--- config.mk ---
export PLATFORM = sky130hd
export DESIGN_NAME = roi_io_shifter
export DESIGN_NICKNAME = d
export VERILOG_FILES = /design/src/rtl/roi_io_pkg.sv /design/src/rtl/roi_io_shreg.sv /design/src/rtl/roi_io_shifter.sv
export SDC_FILE = /design/constraint.sdc
export NUM_CORES = 1
export LEC_CHECK = 0
export BUFFER_PORTS_ARGS = -buffer_cell sky130_fd_sc_hd__buf_2
export CELL_PAD_IN_SITES_DETAIL_PLACEMENT = 1
export CELL_PAD_IN_SITES_GLOBAL_PLACEMENT = 2
export CORE_MARGIN = 5
export CORE_UTILIZATION = 38
export CTS_BUF_LIST = sky130_fd_sc_hd__clkbuf_2
export DETAILED_ROUTE_END_ITERATION = 8
export PLACE_DENSITY_LB_ADDON = 0.1
export SLEW_MARGIN = 0
export SYNTH_ARGS = -nofsm -noshare
export SYNTH_HDL_FRONTEND = slang
export SYNTH_SLANG_ARGS = --single-unit
--- constraint.sdc ---
create_clock -name clk -period 2.6 [get_ports clk]
set_input_delay 0.52 -clock clk [delete_from_list [all_inputs] [get_ports clk]]
set_output_delay 0.52 -clock clk [all_outputs]
set_load 0.03 [all_outputs]
--- src/rtl/roi_io_pkg.sv ---
// Shared types and helpers for the ROI serial I/O harness.
// The optional parity bit is enabled by defining ROI_IO_PARITY_EN.
package roi_io_pkg;

    localparam int SETTLE_W = 8;

    typedef enum logic [2:0] {
        IDLE,
        LOAD,
        SETTLE,
        CAPTURE,
        SHIFT_OUT
    } roi_io_state_t;

    // Bits needed for a counter that must be able to hold the value n itself.
    function automatic int cnt_width(input int n);
        return (n < 1) ? 1 : $clog2(n + 1);
    endfunction

endpackage

--- src/rtl/roi_io_shreg.sv ---
// Left-shifting register with parallel load; a load takes priority over a shift.
module roi_io_shreg #(
    parameter int W = 8
) (
    input  logic         clk,
    input  logic         rst_n,
    input  logic         shift_en,
    input  logic         sin,
    input  logic         load_en,
    input  logic [W-1:0] pdata,
    output logic [W-1:0] q
);

    always_ff @(posedge clk or negedge rst_n) begin
        if (!rst_n) begin
            q <= '0;
        end else if (load_en) begin
            q <= pdata;
        end else if (shift_en) begin
            q <= {q[W-2:0], sin};
        end
    end

endmodule

--- src/rtl/roi_io_shifter.sv ---
// Serial-in / serial-out harness around a wide ROI: gather, load, settle, capture, stream.
// Define ROI_IO_PARITY_EN to append an even-parity bit to each output stream.
module roi_io_shifter
    import roi_io_pkg::*;
#(
    parameter int DIN_N      = 256,
    parameter int DOUT_N     = 256,
    parameter int SETTLE_CYC = 4
) (
    input  logic              clk,
    input  logic              rst_n,
    input  logic              di,
    input  logic              di_valid,
    input  logic              stb,
    output logic              busy,
    output logic              in_full,
    output logic              do_ser,
    output logic              do_valid,
    output logic [DIN_N-1:0]  roi_din,
    input  logic [DOUT_N-1:0] roi_dout
);

    localparam int IN_CW  = cnt_width(DIN_N);
    localparam int OUT_CW = cnt_width(DOUT_N);
`ifdef ROI_IO_PARITY_EN
    localparam int LAST_BIT = DOUT_N;
`else
    localparam int LAST_BIT = DOUT_N - 1;
`endif
    localparam logic [OUT_CW-1:0]   LAST_IDX    = OUT_CW'(LAST_BIT);
    localparam logic [IN_CW-1:0]    IN_FULL_CNT = IN_CW'(DIN_N);
    localparam logic [SETTLE_W-1:0] SETTLE_INIT = SETTLE_W'(SETTLE_CYC - 1);

    roi_io_state_t       state;
    logic [DIN_N-1:0]    din_shr;
    logic [DOUT_N-1:0]   dout_shr;
    logic [IN_CW-1:0]    in_cnt;
    logic [OUT_CW-1:0]   out_cnt;
    logic [SETTLE_W-1:0] settle_cnt;
`ifdef ROI_IO_PARITY_EN
    logic                parity_bit;
`endif

    roi_io_shreg #(.W(DIN_N)) u_in_shr (
        .clk      (clk),
        .rst_n    (rst_n),
        .shift_en (di_valid),
        .sin      (di),
        .load_en  (1'b0),
        .pdata    ({DIN_N{1'b0}}),
        .q        (din_shr)
    );

    roi_io_shreg #(.W(DOUT_N)) u_out_shr (
        .clk      (clk),
        .rst_n    (rst_n),
        .shift_en (state == SHIFT_OUT),
        .sin      (1'b0),
        .load_en  (state == CAPTURE),
        .pdata    (roi_dout),
        .q        (dout_shr)
    );

    // The load cycle restarts the count, but a bit arriving in that same cycle still counts.
    always_ff @(posedge clk or negedge rst_n) begin
        if (!rst_n) begin
            in_cnt <= '0;
        end else if (state == LOAD) begin
            in_cnt <= di_valid ? IN_CW'(1) : '0;
        end else if (di_valid && (in_cnt != IN_FULL_CNT)) begin
            in_cnt <= in_cnt + 1'b1;
        end
    end

    assign in_full = (in_cnt == IN_FULL_CNT);

    always_ff @(posedge clk or negedge rst_n) begin
        if (!rst_n) begin
            state      <= IDLE;
            roi_din    <= '0;
            settle_cnt <= '0;
            out_cnt    <= '0;
            busy       <= 1'b0;
            do_valid   <= 1'b0;
`ifdef ROI_IO_PARITY_EN
            parity_bit <= 1'b0;
`endif
        end else begin
            case (state)
                IDLE: begin
                    if (stb) begin
                        state <= LOAD;
                        busy  <= 1'b1;
                    end
                end
                LOAD: begin
                    roi_din    <= din_shr;
                    settle_cnt <= SETTLE_INIT;
                    state      <= SETTLE;
                end
                SETTLE: begin
                    if (settle_cnt == '0) begin
                        state <= CAPTURE;
                    end else begin
                        settle_cnt <= settle_cnt - 1'b1;
                    end
                end
                CAPTURE: begin
                    out_cnt  <= '0;
                    do_valid <= 1'b1;
`ifdef ROI_IO_PARITY_EN
                    parity_bit <= ^roi_dout;
`endif
                    state    <= SHIFT_OUT;
                end
                SHIFT_OUT: begin
                    if (out_cnt == LAST_IDX) begin
                        state    <= IDLE;
                        busy     <= 1'b0;
                        do_valid <= 1'b0;
                    end else begin
                        out_cnt <= out_cnt + 1'b1;
                    end
                end
                default: state <= IDLE;
            endcase
        end
    end

`ifdef ROI_IO_PARITY_EN
    assign do_ser = do_valid &
                    ((out_cnt == OUT_CW'(DOUT_N)) ? parity_bit : dout_shr[DOUT_N-1]);
`else
    assign do_ser = do_valid & dout_shr[DOUT_N-1];
`endif

endmodule

After elaboration in Yosys (flattened, before gate mapping)
Index checks and enable logic that the tools add are counted.
- logic and storage cells: 54
- register bits: 799
- input port bits: 261
- output and inout bits: 260
- add/subtract/negate cells: 3
- muxes and demuxes: 17
- bitwise gates (word level): 1
- equality and inequality tests: 12
- reductions and logical operators: 12
- operators with widths (cell ; number):
    $mux 256 ; 2
    $mux 9 ; 3
    $add 9x1->9 const B ; 2
    $pmux 9 s2 ; 1
    $pmux 8 s2 ; 1
    $pmux 3 s5 ; 1
    $ne 2x2->1 const B ; 5
    $eq 9x8->1 const B ; 1
    $eq 9x9->1 const B ; 1
    $mux 3 ; 3
    $ne 9x9->1 const B ; 1
    $logic_not 8->1 ; 1
    $mux 8 ; 1
    $reduce_bool 2->1 ; 4
    $sub 8x1->8 const B ; 1
    $eq 3x2->1 const B ; 2
    $reduce_and 2->1 ; 3
    $reduce_and 3->1 ; 2
    $pmux 1 s2 ; 2
    $eq 3x1->1 const B ; 1
    $eq 3x3->1 const B ; 1
    $logic_not 3->1 ; 1
    $mux 1 ; 3
    $and 1x1->1 ; 1
    $logic_and 1x1->1 ; 1

Logic depth before layout (Yosys ltp)
Gate-level depths: netlist (run 1).
- depth in word-level cells: 4
- gate-level depth with buffers: 8
- depth with buffers taken out: 8

Cells and area by module
From an unflattened synthesis (run 1), not the netlist that was laid out.
- cells, all modules: 3476
- area total of the unflattened synthesis: 34987.3 µm²
- by module, submodules not included (module ; cells an instance ; seq. area each (µm²) ; area an instance (µm²) ; times used):
    roi_io_shreg ; 1110 ; 6406.1 ; 11891.4 ; 2
    roi_io_shifter ; 1256 ; 7181.9 ; 11204.5 ; 1

Worst setup path after synthesis (run 1)
OpenSTA, ideal clock, no wires.
- kind: reg2out
- start: register in_cnt[5]
- end: output in_full
- arrival time: 1.571 ns
- stages on the path, launching flop included: 3
- slack: 0.509 ns
- path buffers: 0
- required time: 2.080 ns
- path through: dfrtp_1 > or4_1 > nor4_2
- longest elaborated chain between the ends: 1
- ends and longest elaborated chain (element ; line ; RTL):
    start, declared ; roi_io_shifter.sv:37 ; logic [IN_CW-1:0] in_cnt;
    start signal, assigned ; roi_io_shifter.sv:69 ; in_cnt <= di_valid ? IN_CW'(1) : '0;
    start signal, assigned ; roi_io_shifter.sv:71 ; in_cnt <= in_cnt + 1'b1;
    $eq 9x9->1 ; roi_io_shifter.sv:75 ; assign in_full = (in_cnt == IN_FULL_CNT);
    end, declared ; roi_io_shifter.sv:16 ; output logic in_full,
Every way passes these cells.

Final worst setup path (run 1)
Ends and elaborated chain as after synthesis.

==> reports/results.ini, run 1 <==
[synthesis]
synth_edf_count = 0
synth_fp_nets = 3175
syn_avg_cell_area_sq_um = 10.8
ys_ff_latch = 799
yosysWarnings = 0
synth_top_flop_cell = dfrtp_1
synth_area_sq_um = 31300
synthDistinctLibCells = 48
ys_seq_area_share_pct = 63.8
synth-async-reset-ratio_pct = 100
syn_inst = 2908

[routing]
wl_per_cell_microns = 19.6
post-route-drc-count = 0
first_pass_iters = 5
viasPerCell = 4.91
drt_iter0_drc = 1325
dr_total_vias = 26819
detail-route-antenna-nets = 0
wl_microns = 107000

[sta]
final.period_utilization_pct = 127
finalSetupViolCount = 2
fin_crit_ns = 3.29
hold_violations = 0
slew_violations = 0
tns_ns = -0.713
fin_worst_skew_ns = 0.0977
worst_hold_slack_ns = 0.416
grt_setup_unrepaired = true
setup_ws_ns = -0.694
fmax_mhz = 304
max_slew_margin_pct = 41.4
worstMarginPinSlew_ns = 0.879

[worst_setup_path]
crit_path_start_kind = register
cp.required_ns = 2.08
critPathBufInv = 1
critical-path-max-stage-delay_ns = 0.54
cp_data_arrival_time_ns = 2.77
worstPathCellList = or4_4, nor4_4, buf_6
cp_slowest_cell = or4_4
critical_path_class = reg -> out
cp_max_fo = 3
end_kind = output port
critical-path-top-delay-family = simple AND/OR/NAND/NOR gates

[finish]
final_layout_size_suffix_gt1_share_pct = 30.6
layout_commonest_cell = nand2_1
fillers = 8987
stdcell_area_sq_um = 45400
final_cell_mix = 1304 x nand2_1, 797 x dfrtp_1, 522 x dlygate4sd3_1
final_nets = 4466
area_growth_pct = 44.8
utilization_pct = 55.4

[global_routing]
grt_overflow = 0
grt_pass1_wl_microns = 170000
grt_max_degree = 116
antenna_found_initial = 35
grt_pass1_vias = 30351
gr-usage-all-layers_pct = 23.9

[place]
gp_congestion = 0.808
port_buffers = 520
place_hpwl_microns = 61800
post_dp_cell_area_sq_um = 35400

[pwr]
ir_drop_mv = 0.715
totalPowerFinal_uw = 35800
p_leak_uw = 0.0242
p_per_area_nw_per_um2 = 789

[worst_hold_path]
hp-class = in -> reg

[clock_network]
clk_pin_slew_ns = 0.13
cts_sinks = 799
cts_max_level = 4
cts_root_buf = clkbuf_2
insertion_delay_ns = 1.39
cts_made_buffers = 207
cts_tree = done
clockBufferDepth = 3

[run_status]
violations = setup timing
outcome = finished, violations left

[die]
initial_utilization_pct = 38.3
design.die.area_sq_um = 88300
die_height_microns = 297
placementRows = 105
dieWidth_microns = 297
io_pins = 521
design.core.area_sq_um = 81800

[flow_run]
max_cap_viol_count = 0

-- worst paths after layout --
kind                                from          endpoint  slack [ns]  cells after the start
setup / recovery               in_cnt[5]           in_full       -0.69                      3
hold / removal             roi_dout[187]  u_out_shr.q[187]        0.42                      5
setup reg to reg              out_cnt[0]        out_cnt[4]        0.25                      8
hold reg to reg            u_in_shr.q[3]        roi_din[3]        0.42                      2
max in group asynchronous          rst_n     settle_cnt[4]        0.89                      7
min in group asynchronous          rst_n   u_out_shr.q[69]        0.81                      5
-- cell usage after synthesis (2+ instances only) --
| cell | instances | share of area [%] |
|---|---|---|
| a211oi_2 | 2 | 0.080 |
| a21oi_1 | 7 | 0.11 |
| a22oi_1 | 253 | 6.1 |
| a31oi_1 | 6 | 0.12 |
| a41o_1 | 4 | 0.13 |
| and3_1 | 3 | 0.060 |
| buf_1 | 9 | 0.11 |
| buf_2 | 115 | 1.8 |
| clkbuf_1 | 53 | 0.64 |
| dfrtp_1 | 799 | 64 |
| ha_1 | 6 | 0.24 |
| inv_1 | 6 | 0.072 |
| mux2_2 | 257 | 9.2 |
| mux2i_1 | 2 | 0.064 |
| nand2_1 | 1304 | 16 |
| nand3_1 | 2 | 0.032 |
| nand4_1 | 3 | 0.060 |
| nor2_1 | 26 | 0.31 |
| nor3_1 | 3 | 0.048 |
| nor3b_1 | 2 | 0.048 |
| nor4_1 | 2 | 0.040 |
| nor4_2 | 2 | 0.080 |
| o2111ai_1 | 2 | 0.056 |
| o21ai_0 | 5 | 0.080 |
| or3_1 | 4 | 0.080 |
| xnor2_1 | 3 | 0.084 |
| xor2_1 | 7 | 0.20 |
-- where the power goes --
part           internal [uW]  switching (uW)  total [uW]
Combinational           3910            6620       10500
Clock                   3330            5360        8690
Sequential             14900            1700       16600
-- final cells by class --
class,instances,area (sq um),area share (%)
sequential,799,20000,44.1
antenna,38,95.1,0.210
multi-input combinational,1924,10500,23.2
tap,1070,1340,2.95
timing repair buffer,1261,11600,25.5
clock buffer,305,1530,3.37
clock inverter,59,293,0.645
inverter,6,22.5,0.0497
-- logic make-up after synthesis --
kind of cell             Yosys count  synth area share [%]
AND/OR/NAND/NOR                 1362                  16.7
flip-flops                       799                  63.8
AO/OA/AOI/OAI                    287                  6.88
multiplexers                     259                  9.30
buffers and inverters            185                  2.71
XOR/XNOR                          10                 0.280
adder cells (fa/ha/maj)            6                 0.240
-- routing by layer --
layer / routed length [microns] / share of wire (%) / global-route usage [%] / vias up
li1: - / - / - / 12340
met1: 42200 / 39 / 27.5 / 13438
met2: 53900 / 50 / 40.8 / 745
met3: 5500 / 5.1 / 6.46 / 292
met4: 5430 / 5.1 / 12.7 / 4
met5: 27 / 0.025 / 0 / -
-- flip-flops by register name, summed over array words and instances, names as in the netlist, 3 cells and up --
register and count:
u_in_shr.q 256, in_cnt 9, out_cnt 9, u_out_shr.q 256
roi_din 256, state 3, settle_cnt 8
-- per-stage QoR --
stage	setup WS, ns	std cells
floorplan	0.509	2908
global placement	0.409	4383
detailed placement	0.283	4383
CTS	-1.01	5353
global route	-0.966	5457
finish	-0.694	5462
-- worst reg2reg max path, delay by kind of cell (launching register included) --
family | cells | cell delay [ns]
simple gates | 5 | 1.22
flops | 1 | 0.42
compound gates | 1 | 0.14
fa+ha+maj | 2 | 0.50
-- repair_timing --
| item | CTS | global route |
|---|---|---|
| endpoints found under the hold margin | 1322 | 0 |
| setup buffers | 82 | 71 |
| gates resized for setup | 525 | 1 |
| hold buffers | 524 | 0 |
| pin swaps | 1 | 2 |
| setup endpoints to repair | 260 | 260 |
Note: power is estimated with default switching activity, not from simulation.
==> run 2, diff against run 1 <==
--- a/config.mk
+++ b/config.mk
@@ -12,7 +12,7 @@
 export CORE_UTILIZATION = 38
 export CTS_BUF_LIST = sky130_fd_sc_hd__clkbuf_2
 export DETAILED_ROUTE_END_ITERATION = 8
-export PLACE_DENSITY_LB_ADDON = 0.1
+export PLACE_DENSITY_LB_ADDON = 0.15
 export SLEW_MARGIN = 0
 export SYNTH_ARGS = -nofsm -noshare
 export SYNTH_HDL_FRONTEND = slang
==> run 2 against run 1 <==
Net effect:
- the flow still finishes with violations (setup timing)
- highest routed layer is now met4
- sequential share of layout area is 0.081 points higher
- flip-flop and latch count unchanged
- routed wire length fell by 0.51%
- worst setup slack improved by 0.16 ns
- via count is essentially flat
==> reports/results.ini, run 2 (synthesis results as in run 1) <==
[finish]
final_nets = 4468  ; was 4466
utilization_pct = 55.3  ; was 55.4%
final_layout_size_suffix_gt1_share_pct = 30.8  ; was 30.6%
area_growth_pct = 44.6  ; was 44.8%
final_cell_mix = 1304 x nand2_1, 796 x dfrtp_1, 522 x dlygate4sd3_1  ; was 1304 x nand2_1, 797 x dfrtp_1, 522 x dlygate4sd3_1
layout_commonest_cell = nand2_1  ; unchanged
largest_registers = roi_din (256), u_in_shr.q (256), u_out_shr.q (256)  ; unchanged
fillers = 8968  ; was 8987
stdcell_area_sq_um = 45300  ; was 45400 sq um

[clock_network]
clk_pin_slew_ns = 0.11  ; was 0.13 ns
clockBufferDepth = 3  ; unchanged
cts_tree = done  ; unchanged
insertion_delay_ns = 1.37  ; was 1.39 ns
cts_max_level = 4  ; unchanged
cts_root_buf = clkbuf_2  ; unchanged
cts_made_buffers = 210  ; was 207
cts_sinks = 799  ; unchanged

[worst_setup_path]
critPathBufInv = 1  ; unchanged
cp_data_arrival_time_ns = 2.61  ; was 2.77 ns
cp.required_ns = 2.08  ; about the same
critical-path-max-stage-delay_ns = 0.56  ; was 0.54 ns
cp.depth = 3  ; unchanged
worstPathCellList = or4_4, nor4_4, buf_6  ; unchanged
critical-path-top-delay-family = simple AND/OR/NAND/NOR gates  ; unchanged
end_kind = output port  ; unchanged
cp_slowest_cell = or4_4  ; unchanged
startpoint = in_cnt[5]  ; unchanged
timing.rr.start = out_cnt[0]  ; unchanged
crit_path_start_kind = register  ; unchanged
cp_max_fo = 2  ; was 3
critical_path_class = reg -> out  ; unchanged
ff2ff_path_depth = 8  ; unchanged
r2r_slack_ns = 0.31  ; was 0.25 ns

[flow_run]
max_cap_viol_count = 0  ; unchanged

[place]
pre_cts_ws_ns = 0.330  ; was 0.283 ns
gp_congestion = 0.802  ; was 0.808
post_dp_cell_area_sq_um = 35400  ; about the same
port_buffers = 520  ; unchanged
place_hpwl_microns = 61200  ; was 61800 microns

[run_status]
outcome = finished, violations left  ; unchanged
violations = setup timing  ; unchanged

[die]
dieWidth_microns = 297  ; unchanged
initial_utilization_pct = 38.3  ; unchanged
placementRows = 105  ; unchanged
io_pins = 521  ; unchanged
design.core.area_sq_um = 81800  ; unchanged
design.die.area_sq_um = 88300  ; unchanged
die_height_microns = 297  ; unchanged

[global_routing]
grt_pass1_wl_microns = 170000  ; unchanged
gr-usage-all-layers_pct = 23.8  ; was 23.9%
antenna_found_initial = 25  ; was 35
grt_max_degree = 145  ; was 116
grt_pass1_vias = 30558  ; was 30.4k
grt_overflow = 0  ; unchanged

[routing]
wl_per_cell_microns = 19.6  ; about the same
drt_iter0_drc = 1276  ; was 1325
wl_microns = 107000  ; about the same
dr_total_vias = 26842  ; about the same
viasPerCell = 4.93  ; was 4.91
detail-route-antenna-nets = 0  ; unchanged
first_pass_iters = 5  ; unchanged
post-route-drc-count = 0  ; unchanged

[pwr]
p_leak_uw = 0.0242  ; about the same
totalPowerFinal_uw = 35800  ; about the same
p_per_area_nw_per_um2 = 790  ; was 789 nW/um^2
ir_drop_mv = 0.538  ; was 0.715 mV

[sta]
fin_worst_skew_ns = 0.119  ; was 0.0977 ns
final.period_utilization_pct = 120  ; was 127%
max_slew_margin_pct = 42.7  ; was 41.4%
fin_crit_ns = 3.13  ; was 3.29 ns
fmax_mhz = 319  ; was 304 MHz
hold_violations = 0  ; unchanged
worstMarginPinSlew_ns = 0.859  ; was 0.879 ns
finalSetupViolCount = 1  ; was 2
grt_setup_unrepaired = true  ; unchanged
setup_ws_ns = -0.532  ; was -0.694 ns
slew_violations = 0  ; unchanged

[worst_hold_path]
hp-class = in -> async  ; was in -> reg

[run 2: through the flow]
stage | hold slack [ns] | instances | setup TNS, ns
global placement | 0.455 | 4394 | 0
finish | 0.326 | 5442 | -0.532
detailed placement | 0.457 | 4394 | 0
CTS | 0.0526 | 5360 | -23.98
floorplan | 0.224 | 2908 | 0
global route | 0.169 | 5438 | -13.50
[run 2: tightest hold or removal path: cells and delay by family]
kind | cells | cell delay, ns
buf+inv | 4 | 1.52
[run 2: final cells by class]
type / instances / area [sq um] / share of cell area [%]
Sequential cell: 799 / 20000 / 44.2
Inverter: 6 / 22.5 / 0.0497
Clock buffer: 305 / 1530 / 3.37
Antenna cell: 25 / 62.6 / 0.138
Multi-Input combinational cell: 1924 / 10500 / 23.2
Timing Repair Buffer: 1260 / 11500 / 25.5
Tap cell: 1070 / 1340 / 2.96
Clock inverter: 53 / 282 / 0.622
[run 2: worst paths after layout]
check                                   end
hold reg to reg            u_out_shr.q[168]
hold / removal                  roi_din[72]
max in group asynchronous      roi_din[192]
setup / recovery                    in_full
min in group clk           u_out_shr.q[168]
setup reg to reg                 out_cnt[4]
[run 2: where the power goes]
part / total, uW / internal, uW / switching [uW] / leakage [uW]
Sequential: 16600 / 14900 / 1740 / 0.0107
Clock: 8630 / 3190 / 5440 / 0.00139
Combinational: 10500 / 3870 / 6670 / 0.0121
[run 2: what timing repair did]
item	4_1_cts	5_1_grt
resized for setup	524	5
pin swaps	3	2
hold buffers	523	0
endpoints found under the hold margin	1322	0
buffers inserted	85	57
setup endpoints to repair	260	237
[run 2: routing by layer]
layer	vias to the layer above	share of wire (%)	global-route usage (%)	wire length (microns)
li1	12342	-	-	-
met1	13454	40	27.6	42200
met2	750	50	40.7	53600
met3	296	5.0	6.23	5340
met4	0	5.1	12.5	5430
met5	-	0	0	0
